==> config.mk <==
export PLATFORM = sky130hd
export DESIGN_NAME = usequencer_control
export DESIGN_NICKNAME = d
export VERILOG_FILES = /design/src/rtl/usequencer_control.sv
export SDC_FILE = /design/constraint.sdc
export NUM_CORES = 1
export LEC_CHECK = 0
export CORE_ASPECT_RATIO = 0.9
export CORE_MARGIN = 2
export CORE_UTILIZATION = 30
export CTS_CLUSTER_DIAMETER = 50
export DETAILED_ROUTE_END_ITERATION = 8
export DONT_BUFFER_PORTS = 1
export PLACE_DENSITY = 0.42
export SKIP_CTS_REPAIR_TIMING = 1
export SLEW_MARGIN = 20
export SYNTH_ARGS = -nofsm -noshare
export SYNTH_HDL_FRONTEND = slang
export SYNTH_SLANG_ARGS = --single-unit
==> constraint.sdc <==
create_clock -name uSequencer_CLOCK_50 -period 2.3 [get_ports uSequencer_CLOCK_50]
set_input_delay 0.575 -clock uSequencer_CLOCK_50 [delete_from_list [all_inputs] [get_ports uSequencer_CLOCK_50]]
set_output_delay 0.575 -clock uSequencer_CLOCK_50 [all_outputs]
set_load 0.05 [all_outputs]
==> src/rtl/usequencer_control.sv <==
// Microprogrammed sequencer for the ARC-style datapath: fetches microwords into the MIR, drives
// the datapath control fields, handshakes data memory and computes the next microaddress.
// Optional build macro USEQ_RETIRE_COUNT_EN adds a retired-microinstruction counter output.
module usequencer_control #(
  parameter int DATAWIDTH_UADDR             = 11,
  parameter int DATAWIDTH_MIR               = 41,
  parameter int DATAWIDTH_BUS_REG_MIR_FIELD = 6,
  parameter int DATAWIDTH_ALU_SELECTION     = 4,
  parameter int DATAWIDTH_BUS_REG_IR_OP     = 8,
  parameter logic [DATAWIDTH_UADDR-1:0]             UADDR_RESET     = 11'd0,
  parameter logic [DATAWIDTH_BUS_REG_MIR_FIELD-1:0] C_FIELD_NOWRITE = 6'd0
) (
  input  logic                                   uSequencer_CLOCK_50,
  input  logic                                   uSequencer_RESET_InLow,
  output logic [DATAWIDTH_UADDR-1:0]             uSequencer_ROM_Addr_Out,
  input  logic [DATAWIDTH_MIR-1:0]               uSequencer_ROM_Data_In,
  input  logic                                   uSequencer_Overflow_InLow,
  input  logic                                   uSequencer_Carry_InLow,
  input  logic                                   uSequencer_Negative_InLow,
  input  logic                                   uSequencer_Zero_InLow,
  input  logic                                   uSequencer_ALU_Flags_Write_PCR,
  input  logic [DATAWIDTH_BUS_REG_IR_OP-1:0]     uSequencer_Reg_IR_OP,
  input  logic                                   uSequencer_Reg_IR_IR13,
  output logic [DATAWIDTH_BUS_REG_MIR_FIELD-1:0] uSequencer_MUX_A_MIR,
  output logic [DATAWIDTH_BUS_REG_MIR_FIELD-1:0] uSequencer_MUX_B_MIR,
  output logic [DATAWIDTH_BUS_REG_MIR_FIELD-1:0] uSequencer_MUX_C_MIR,
  output logic                                   uSequencer_MUX_A_MIR_Selector,
  output logic                                   uSequencer_MUX_B_MIR_Selector,
  output logic                                   uSequencer_MUX_C_MIR_Selector,
  output logic [DATAWIDTH_ALU_SELECTION-1:0]     uSequencer_ALU_Selection_Out,
  output logic                                   uSequencer_DataMemory_Req_Out,
  output logic                                   uSequencer_DataMemory_WE_Out,
  input  logic                                   uSequencer_DataMemory_Ack_In,
  output logic                                   uSequencer_DataMemory_Selector_Out,
  output logic [3:0]                             uSequencer_PSR_Out
`ifdef USEQ_RETIRE_COUNT_EN
  ,
  output logic [31:0]                            uSequencer_Retire_Count_Out
`endif
);

  typedef enum logic [1:0] {ST_RST, ST_FETCH, ST_EXEC, ST_MEM_WAIT} state_e;

  state_e                       state_q, state_d;
  logic [DATAWIDTH_UADDR-1:0]   upc_q, upc_d;
  logic [DATAWIDTH_UADDR-1:0]   naddr_q, naddr_d;
  logic [DATAWIDTH_MIR-1:0]     mir_q, mir_d;
  logic [3:0]                   psr_q, psr_d;

  logic [DATAWIDTH_BUS_REG_MIR_FIELD-1:0] mir_a, mir_b, mir_c;
  logic                                   mir_amux, mir_bmux, mir_cmux, mir_rd, mir_wr;
  logic [DATAWIDTH_ALU_SELECTION-1:0]     mir_alu;
  logic [2:0]                             mir_cond;
  logic [DATAWIDTH_UADDR-1:0]             mir_jaddr;
  logic [DATAWIDTH_UADDR-1:0]             seq_addr, target;
  logic [3:0]                             flags;
  logic                                   mem_op;

  assign mir_a     = mir_q[40:35];
  assign mir_amux  = mir_q[34];
  assign mir_b     = mir_q[33:28];
  assign mir_bmux  = mir_q[27];
  assign mir_c     = mir_q[26:21];
  assign mir_cmux  = mir_q[20];
  assign mir_rd    = mir_q[19];
  assign mir_wr    = mir_q[18];
  assign mir_alu   = mir_q[17:14];
  assign mir_cond  = mir_q[13:11];
  assign mir_jaddr = mir_q[10:0];
  assign mem_op    = mir_rd | mir_wr;

  // Flags arrive active low; the PSR stores {n,z,v,c} active high.
  assign flags = ~{uSequencer_Negative_InLow, uSequencer_Zero_InLow,
                   uSequencer_Overflow_InLow, uSequencer_Carry_InLow};

  assign seq_addr = upc_q + DATAWIDTH_UADDR'(1);

  always_comb begin
    case (mir_cond)
      3'd0:    target = seq_addr;
      3'd1:    target = psr_q[3] ? mir_jaddr : seq_addr;
      3'd2:    target = psr_q[2] ? mir_jaddr : seq_addr;
      3'd3:    target = psr_q[1] ? mir_jaddr : seq_addr;
      3'd4:    target = psr_q[0] ? mir_jaddr : seq_addr;
      3'd5:    target = uSequencer_Reg_IR_IR13 ? mir_jaddr : seq_addr;
      3'd6:    target = mir_jaddr;
      default: target = DATAWIDTH_UADDR'({1'b1, uSequencer_Reg_IR_OP, 2'b00});
    endcase
  end

  assign uSequencer_ROM_Addr_Out       = upc_q;
  assign uSequencer_MUX_A_MIR          = mir_a;
  assign uSequencer_MUX_B_MIR          = mir_b;
  assign uSequencer_MUX_A_MIR_Selector = mir_amux;
  assign uSequencer_MUX_B_MIR_Selector = mir_bmux;
  assign uSequencer_MUX_C_MIR_Selector = mir_cmux;
  assign uSequencer_ALU_Selection_Out  = mir_alu;
  assign uSequencer_PSR_Out            = psr_q;

  always_comb begin
    // NOTE: every signal written here gets a default first so no path leaves it unassigned,
    // which would otherwise infer a latch.
    state_d = state_q;
    upc_d   = upc_q;
    naddr_d = naddr_q;
    mir_d   = mir_q;
    psr_d   = psr_q;
    uSequencer_MUX_C_MIR               = C_FIELD_NOWRITE;
    uSequencer_DataMemory_Req_Out      = 1'b0;
    uSequencer_DataMemory_WE_Out       = 1'b0;
    uSequencer_DataMemory_Selector_Out = 1'b0;
    case (state_q)
      ST_RST:   state_d = ST_FETCH;
      ST_FETCH: begin
        mir_d   = uSequencer_ROM_Data_In;
        state_d = ST_EXEC;
      end
      ST_EXEC: begin
        if (uSequencer_ALU_Flags_Write_PCR) psr_d = flags;
        if (mem_op) begin
          // Branch target is frozen here, before the PSR can change again in MEM_WAIT.
          uSequencer_DataMemory_Req_Out      = 1'b1;
          uSequencer_DataMemory_WE_Out       = mir_wr;
          uSequencer_DataMemory_Selector_Out = ~mir_wr;
          naddr_d = target;
          state_d = ST_MEM_WAIT;
        end else begin
          uSequencer_MUX_C_MIR = mir_c;
          upc_d   = target;
          state_d = ST_FETCH;
        end
      end
      ST_MEM_WAIT: begin
        uSequencer_DataMemory_Req_Out      = 1'b1;
        uSequencer_DataMemory_WE_Out       = mir_wr;
        uSequencer_DataMemory_Selector_Out = ~mir_wr;
        if (uSequencer_DataMemory_Ack_In) begin
          if (!mir_wr) uSequencer_MUX_C_MIR = mir_c;
          if (uSequencer_ALU_Flags_Write_PCR) psr_d = flags;
          upc_d   = naddr_q;
          state_d = ST_FETCH;
        end
      end
      default: state_d = ST_RST;
    endcase
  end

  always_ff @(posedge uSequencer_CLOCK_50) begin
    // NOTE: state registers use non-blocking assignments so every flop samples pre-edge values.
    if (!uSequencer_RESET_InLow) begin
      state_q <= ST_RST;
      upc_q   <= UADDR_RESET;
      naddr_q <= UADDR_RESET;
      mir_q   <= '0;
      psr_q   <= '0;
    end else begin
      state_q <= state_d;
      upc_q   <= upc_d;
      naddr_q <= naddr_d;
      mir_q   <= mir_d;
      psr_q   <= psr_d;
    end
  end

`ifdef USEQ_RETIRE_COUNT_EN
  logic [31:0] retire_q, retire_d;
  logic        retire;

  assign retire = (state_q == ST_EXEC && !mem_op) ||
                  (state_q == ST_MEM_WAIT && uSequencer_DataMemory_Ack_In);
  assign retire_d = retire ? retire_q + 32'd1 : retire_q;
  assign uSequencer_Retire_Count_Out = retire_q;

  always_ff @(posedge uSequencer_CLOCK_50) begin
    if (!uSequencer_RESET_InLow) retire_q <= '0;
    else                         retire_q <= retire_d;
  end
`else
  // Retire counter not built.
`endif

endmodule

# --- Word level (Yosys, flattened, before mapping) ---
# Index checks and enable logic that the tools add are counted.
word_totals:
  ff_bits: 69
  in_bits: 58
  out_inout_bits: 43
classes:
  add_sub_neg: 1
  n_eq_ne: 11
  n_mux: 25
  bitwise_logic: 3
  reduce_logical: 6
ops:
  columns: ["cell", "count"]
  rows:
  - ["$mux W11", 7]
  - ["$pmux W11 S7", 1]
  - ["$pmux W11 S2", 1]
  - ["$mux W6", 3]
  - ["$pmux W6 S2", 1]
  - ["$add A11 B1 Y11 const B", 1]
  - ["$eq A3 B3 Y1 const B", 3]
  - ["$mux W4", 2]
  - ["$pmux W2 S4", 1]
  - ["$pmux W4 S2", 1]
  - ["$eq A3 B2 Y1 const B", 2]
  - ["$pmux W1 S2", 3]
  - ["$eq A2 B2 Y1 const B", 2]
  - ["$mux W2", 2]
  - ["$ne A2 B2 Y1 const B", 2]
  - ["$not A4 Y4", 1]
  - ["$reduce_and A2 Y1", 2]
  - ["$eq A3 B1 Y1 const B", 1]
  - ["$logic_not A3 Y1", 1]
  - ["$mux W1", 3]
  - ["$reduce_and A3 Y1", 1]
  - ["$eq A2 B1 Y1 const B", 1]
  - ["$logic_not A2 Y1", 1]
  - ["$reduce_bool A2 Y1", 1]
  - ["2 further kinds", 2]

# --- Longest topological paths before layout ---
depth:
  word_depth: 5
  ltp_mapped: 8

# --- Worst setup path before layout ---
# Ideal clock, no wire load.
synth_path:
  path_type: "reg2out"
  from: "register state_q[0]"
  to: "output uSequencer_MUX_C_MIR[0]"
  arrival_time_ns: 1.686
  path_slack_ns: 0.039
  path_stages_with_launch: 6
  path_buffers: 1
  cell_sequence: "dfxtp_1 -> ha_1 -> clkbuf_1 -> nand2_1 -> a21oi_1 -> and2_1"
synth_between:
  elab_chain_len: 2
synth_lines:
  columns: ["item", "line", "rtl"]
  rows:
  - ["from (decl)", "44", "state_e state_q, state_d;"]
  - ["from (signal assigned)", "157", "state_q <= state_d;"]
  - ["$eq A2 B2 Y1", "112", "case (state_q)"]
  - ["$pmux W6 S2 *", "112", null]
  - ["to (decl)", "26", "output logic [DATAWIDTH_BUS_REG_MIR_FIELD-1:0] uSequencer_MUX_C_MIR,"]
# Mark *: on every way between the ends. The rest lies on a longest branch, timed or not.

# --- Worst setup path after layout ---
layout_path:
  from: "register state_q[0]"
  to: "output uSequencer_MUX_C_MIR[3]"
# Same word-level chain as after synthesis.

==> results list <==
* Outcome: complete, no violations
- The number of cells on the worst reg-to-reg path is 5.
- The congestion estimate from routability-driven global placement came to about 0.75.
- The final hold violation count came to 0.
* Post-Place Worst Slack: approximately 240 ps
- For met1 alone, demand over resource in global routing was approximately 22%.
* Number of violations reported at the end of detailed-routing iteration 0: between 100 and 150
- Worst path required time: approximately 1700 ps
* Minimum setup slack in the final design: 102.2 ps
- The floorplan step set the die height to 105.5 µm.
* Headroom to the max-slew limit: 63.48%
* Worst setup skew after layout: 6.788 ps
* Number of iterations in the first detailed-routing pass: 4
* Fraction of registers with async set/reset: 0%
- Kind of launch point of the worst setup path: register
- The worst hold path terminates at uSequencer_PSR_Out[2].
* Number of flops mapped to enable cells by yosys: 0
- Wire length per cell: ~17 µm
- Die footprint: around 12000 µm²
* Clock latency reported for the late side of the worst-skew pair: 330 ps
- During placement, the flow inserted port buffers numbering 0.
- 0 antenna diodes ended up in the layout.
* Top-Level Pins: around 100
- Depth of the worst hold-timing path: 1
- Clock sinks: 69
- Final Total Pwr: a little over 3 mW
- Along the worst path, the maximum fanout reaches 6.
- In this run the critical register-to-register path is launched from mir_q[13].
* H-Tree Level Count: 3
- Count of placed standard cells in the final layout, fillers left out: 558
- The number of antenna violations at the first check in global routing came to 0.
- Static leakage power: 1.601 nW
- Max-cap violation count: 0
- For the pin with the worst max-slew slack, the measured transition is 540.1 ps.
- A synthesized cell averages between 8 and 9 µm².
- Across every metal layer, demand over resource in global routing totals 15.85%.
* Detail Placement HPWL: between 6 and 7 mm
* Setup slack, reg-to-reg: ~260 ps
- Wire length of the first global-routing pass: 14.77 mm
- Area of the mapped netlist: approximately 3400 µm²
* Power density relative to cell area: ~750 nW/µm²
- Global routing used around 6.0% of the available met3 tracks.
* Critical Setup Path Class: reg -> out
- Number of global-route vias before repair: 2711
- Placeable Area: 11300 µm²
- The routed design has roughly 9.3 mm of wire.
- No sink is reached through more buffers than the 2 on the longest clock path.
* Final critical-path required period: roughly 2200 ps
* Core utilization of the finished layout: roughly 36%
- The floorplan has 37 rows.
- Worst min path class: in -> reg
- The most used flip-flop cell after synthesis is dfxtp_1.
- After detailed routing, the number of remaining DRC violations is 0.
* NumNets Final: approximately 460
* GR Util met2: about 22%
- Once the floorplan was initialized, standard cells occupied 30.39% of the core.
- Total negative slack: 0 ps
- Fraction of layout cells with a size suffix above 1: between 15 and 20%
* Finished Cell Area: 4051 µm²
* Clock transition at the register clock pins on the worst setup and hold paths after CTS: approximately 60 ps
- Count of nets left with antenna violations after detail routing: 0
- Data arrives at the worst endpoint at 1620 ps.
- Using the TritonRoute via totals, the vias-per-cell ratio works out to roughly 5.0.
* Peak supply drop: ~0.35 mV
- Hold is met by 381.4 ps.
- The number of slew-limit violations in the final report is 0.
* Flop and latch count out of synthesis: 69
* Vias: between 2000 and 3000
- Final period util: a little over nine tenths
- Timing would allow up to roughly 450 MHz.
- The die is roughly 120 µm wide.
* Instance count of the mapped netlist: between 300 and 400
* Buffer type at the clock tree root: clkbuf_16
* Net count after synthesis: about 450
* Post-detailed-placement cell area: between 3000 and 4000 µm²
- The worst hold path begins at uSequencer_RESET_InLow.
- Total setup violations reported at the end of the flow: 0
- RR Endpoint: naddr_q[8]
* Layout overhead on the synthesized area: 18.00%
* Final global-route overflow total: 0
* Capturing element type of the critical path: output port
* CTS tree: yes
- Number of synthesis warnings: 0
- After global routing, the most crowded layer is met2.
- Number of unique standard cell types used by synthesis: 50
- RSZ-0062 raised after global routing: true
- Number of buffers added by the clock tree synthesis step: 9
- The number of placed instances, taps included, is between 500 and 600.
- Share of the yosys chip area belonging to registers: roughly 40%
* Pin count of the biggest net entering global routing: 28
[where the power goes]
part           switching [mW]  internal, mW
combinational           0.201         0.141
clock                   0.497         0.773
sequential              0.146          1.26
[how the worst max path moves through the flow]
stage                     from                 endpoint  slack (ps)  cells after the start
global placement    state_q[0]  uSequencer_MUX_C_MIR[0]         290                      5
global route        state_q[0]  uSequencer_MUX_C_MIR[0]          -7                      6
detailed placement  state_q[0]  uSequencer_MUX_C_MIR[3]         240                      5
CTS                 state_q[0]  uSequencer_MUX_C_MIR[3]        -120                      5
finish              state_q[0]  uSequencer_MUX_C_MIR[3]         100                      6
floorplan           state_q[0]  uSequencer_MUX_C_MIR[0]          40                      5
[cell type report]
class                           instances  area [µm²]
Clock buffer                           12       256.5
Clock inverter                          2       10.01
Fill cell                            1172        7244
Inverter                               11       41.29
Multi-Input combinational cell        271        1813
Sequential cell                        69        1383
Tap cell                              156       195.2
Timing Repair Buffer                   37       352.8
[cells in the mapped netlist (5+ instances only)]
library cell	count	area share (%)
nand2_1	18	2.0
dfxtp_1	69	40
o211ai_1	8	1.7
a21oi_1	25	3.6
a22oi_1	6	1.3
nand3_1	16	2.3
nor2_1	57	6.2
clkbuf_1	13	1.4
o21ai_0	13	1.9
o31ai_1	5	1.1
mux2i_1	42	12
or3_1	7	1.3
buf_4	18	3.9
inv_1	11	1.2
and2_1	13	2.4
[state kept, by name, indices dropped and copies added (netlist names)]
signal,count
naddr_q,11
state_q,2
uSequencer_ROM_Addr_Out,11
mir_q,41
uSequencer_PSR_Out,4
[critical path, cell delays in order, from the launching register on]
cell and delay, ps:
dfxtp_1 360, inv_1 80, ha_2 210, nand2b_1 110
a21oi_4 200, and2_1 200, buf_12 140
[routing by layer]
| layer | routed length, µm | part of all wire [%] | up-vias |
|---|---|---|---|
| met5 | 0 | 0 | - |
| li1 | - | - | 1376 |
| met1 | 4438 | 48 | 1296 |
| met4 | 122 | 1.3 | 0 |
| met2 | 4087 | 44 | 81 |
| met3 | 690 | 7.4 | 12 |
[placed cells by master, fill, tap and decap left out, types with 5 or more instances in the layout]
cell       instances
a21oi_1           24
a22oi_1            6
and2_1            13
buf_12             6
buf_4             31
clkbuf_16          9
dfxtp_1           68
inv_1             11
mux2i_1           42
nand2_1           18
nand3_1           16
nor2_1            57
o211ai_1           8
o21ai_0           13
o31ai_1            5
or3_1              7
[cells by family after synthesis]
group                      Yosys count  synth area share [%]
AOI/OAI and AO/OA                   81                 16.55
xor gates and xnor gates             7                 1.786
adders and majority gates            4                 1.458
buffers and inverters               49                 7.799
DFF                                 69                 40.23
muxes                               42                 12.24
and+or+nand+nor                    137                 19.93
Power figures use the tool's default switching activity.
==> variant (config.mk and constraints unchanged) <==
The option `USEQ_RETIRE_COUNT_EN` is turned on by a define.
--- a/src/rtl/usequencer_control.sv
+++ b/src/rtl/usequencer_control.sv
@@ -3,2 +3,4 @@
 // Optional build macro USEQ_RETIRE_COUNT_EN adds a retired-microinstruction counter output.
+`define USEQ_RETIRE_COUNT_EN
+
 module usequencer_control #(
Formal check against the unedited RTL (old outputs only; new: uSequencer_Retire_Count_Out): equivalent (equiv_simple and equiv_induct, registers matched by name and starting in step).
==> variant against the unedited design <==
Highest routed layer is now met5; sequential cell count increased by 32; total power increased by 33%; largest cell class unchanged; design area increased by 46%; the flow now finishes with violations (setup timing); synthesized area increased by 40%; routed wire length increased by 46%; setup slack got worse by 330 ps; first-iteration DRC count increased by 61%.
==> variant: results (changes against the unedited design) <==
| Metric | Value |
|---|---|
| Gate Count Post-Synth | `560 (was 389)` |
| Vias per std cell | `5.11 (was 4.96)` |
| Met1 usage | `0.197 (was 0.222)` |
| Placed cell area | `5460 µm² (was 3760 µm²)` |
| Worst VDD drop | `0.359 mV (was 0.345 mV)` |
| Finished Layout Cells | `809 (was 558)` |
| I/O Buffers | `0 (unchanged)` |
| Worst Path Arrival | `1960 ps (was 1620 ps)` |
| M1 wire length | `5790 µm (was 4440 µm)` |
| Pleak | `2.21 nW (was 1.60 nW)` |
| Number of fill cells | `1590 (was 1172)` |
| Metal2 WL | `6400 µm (was 4090 µm)` |
| Synth cell count leaders | `101 x dfxtp_1, 82 x nor2_1, 42 x mux2i_1 (was 69 x dfxtp_1, 57 x nor2_1, 42 x mux2i_1)` |
| Total track usage | `0.160 (was 0.158)` |
| Final net count | `665 (was 461)` |
| Distinct cells, synth | `54 (was 50)` |
| Highest-delay cell along the critical path | `or3b_4 (was dfxtp_1)` |
| M3 GR Usage | `0.0619 (was 0.0604)` |
| R2R Setup Slk | `50 ps (was 260 ps)` |
| Met2 Use GR | `0.255 (was 0.223)` |
| Seq pwr | `1.95 mW (was 1.41 mW)` |
| Routability cong. | `0.807 (was 0.751)` |
| Final TNS setup | `-1390 ps (was 0 ps)` |
| Slew of the pin with the lowest slew margin | `746 ps (was 540 ps)` |
| Share of cells above drive strength 1 | `0.206 (was 0.154)` |
| Failing checks | `setup timing` |
| Vias in the first global route | `4075 (was 2711)` |
| Comb power frac | `0.101 (was 0.113)` |
| Register with the most flip-flops | `mir_q (unchanged)` |
| Wire length per cell | `16.9 µm (was 16.7 µm)` |
| Final setup margin | `-232 ps (was 102 ps)` |
| Setup violators final | `6 (was 0)` |
| Pre-CTS WS | `9.87 ps (was 240 ps)` |
| Post-synthesis mux area share | `0.0872 (was 0.122)` |
| Final hold slack | `354 ps (was 381 ps)` |
| Routed length on met3 | `1150 µm (was 690 µm)` |
| Switching Fraction | `0.263 (was 0.280)` |
| Pint | `2.97 mW (was 2.18 mW)` |
| Top cells by area, synth | `dfxtp_1 42%, mux2i_1 8.7%, nor2_1 6.4%, nand3_1 2.9%, o21ai_0 2.8% (was dfxtp_1 40%, mux2i_1 12%, nor2_1 6.2%, buf_4 3.9%, a21oi_1 3.6%)` |
| First-pass GRT wire length | `21400 µm (was 14800 µm)` |
| Status | `finished with violations (was completed)` |
| Final HPWL DP | `9960 µm (was 6820 µm)` |
| Initial antenna violation count | `1 (was 0)` |
| Crit path max-delay family | `simple AND/OR/NAND/NOR gates (was flip-flops)` |
| Clk_lat worst skew | `350 ps (was 330 ps)` |
| Post-Synth Adder-Cell Area | `0.0130 (was 0.0146)` |
| Clock Skew | `6.70 ps (was 6.79 ps)` |
| Initial drt markers | `233 (was 145)` |
| Post-synthesis sequential area ratio | `0.419 (was 0.402)` |
| Largest net degree at the start of global routing | `37 (was 28)` |
| Xor and xnor fraction of the mapped netlist area | `0.0490 (was 0.0179)` |
| Net Count, Synth | `623 (was 451)` |
| Compound-gate portion of the synthesized area | `0.144 (was 0.165)` |
## variant: cell types whose count changed in the layout (fill, tap and decap cells not counted), moves of 14 or more
cell	unedited run	this run
nand2_1	18	32
buf_4	31	76
nor2_1	57	81
dfxtp_1	68	99
o21ai_0	13	27
## variant: final timing paths
| path | startpoint | endpoint | cells after the start |
|---|---|---|---|
| max reg2reg | state_q[0] | uSequencer_Retire_Count_Out[26] | 9 |
| min reg2reg | naddr_q[2] | naddr_q[2] | 2 |
| min | uSequencer_RESET_InLow | uSequencer_Retire_Count_Out[7] | 1 |
| max | state_q[0] | uSequencer_MUX_C_MIR[4] | 6 |
## variant: cell type report
| type | count | area (µm²) | area share |
|---|---|---|---|
| multi-input cells | 399 | 2620 | 0.444 |
| clock inverters | 5 | 83.8 | 0.0142 |
| clock buffers | 11 | 243 | 0.0411 |
| well taps | 202 | 253 | 0.0428 |
| repair buffers | 79 | 631 | 0.107 |
| inverters | 12 | 45.0 | 0.00763 |
| flip-flops and latches | 101 | 2030 | 0.343 |
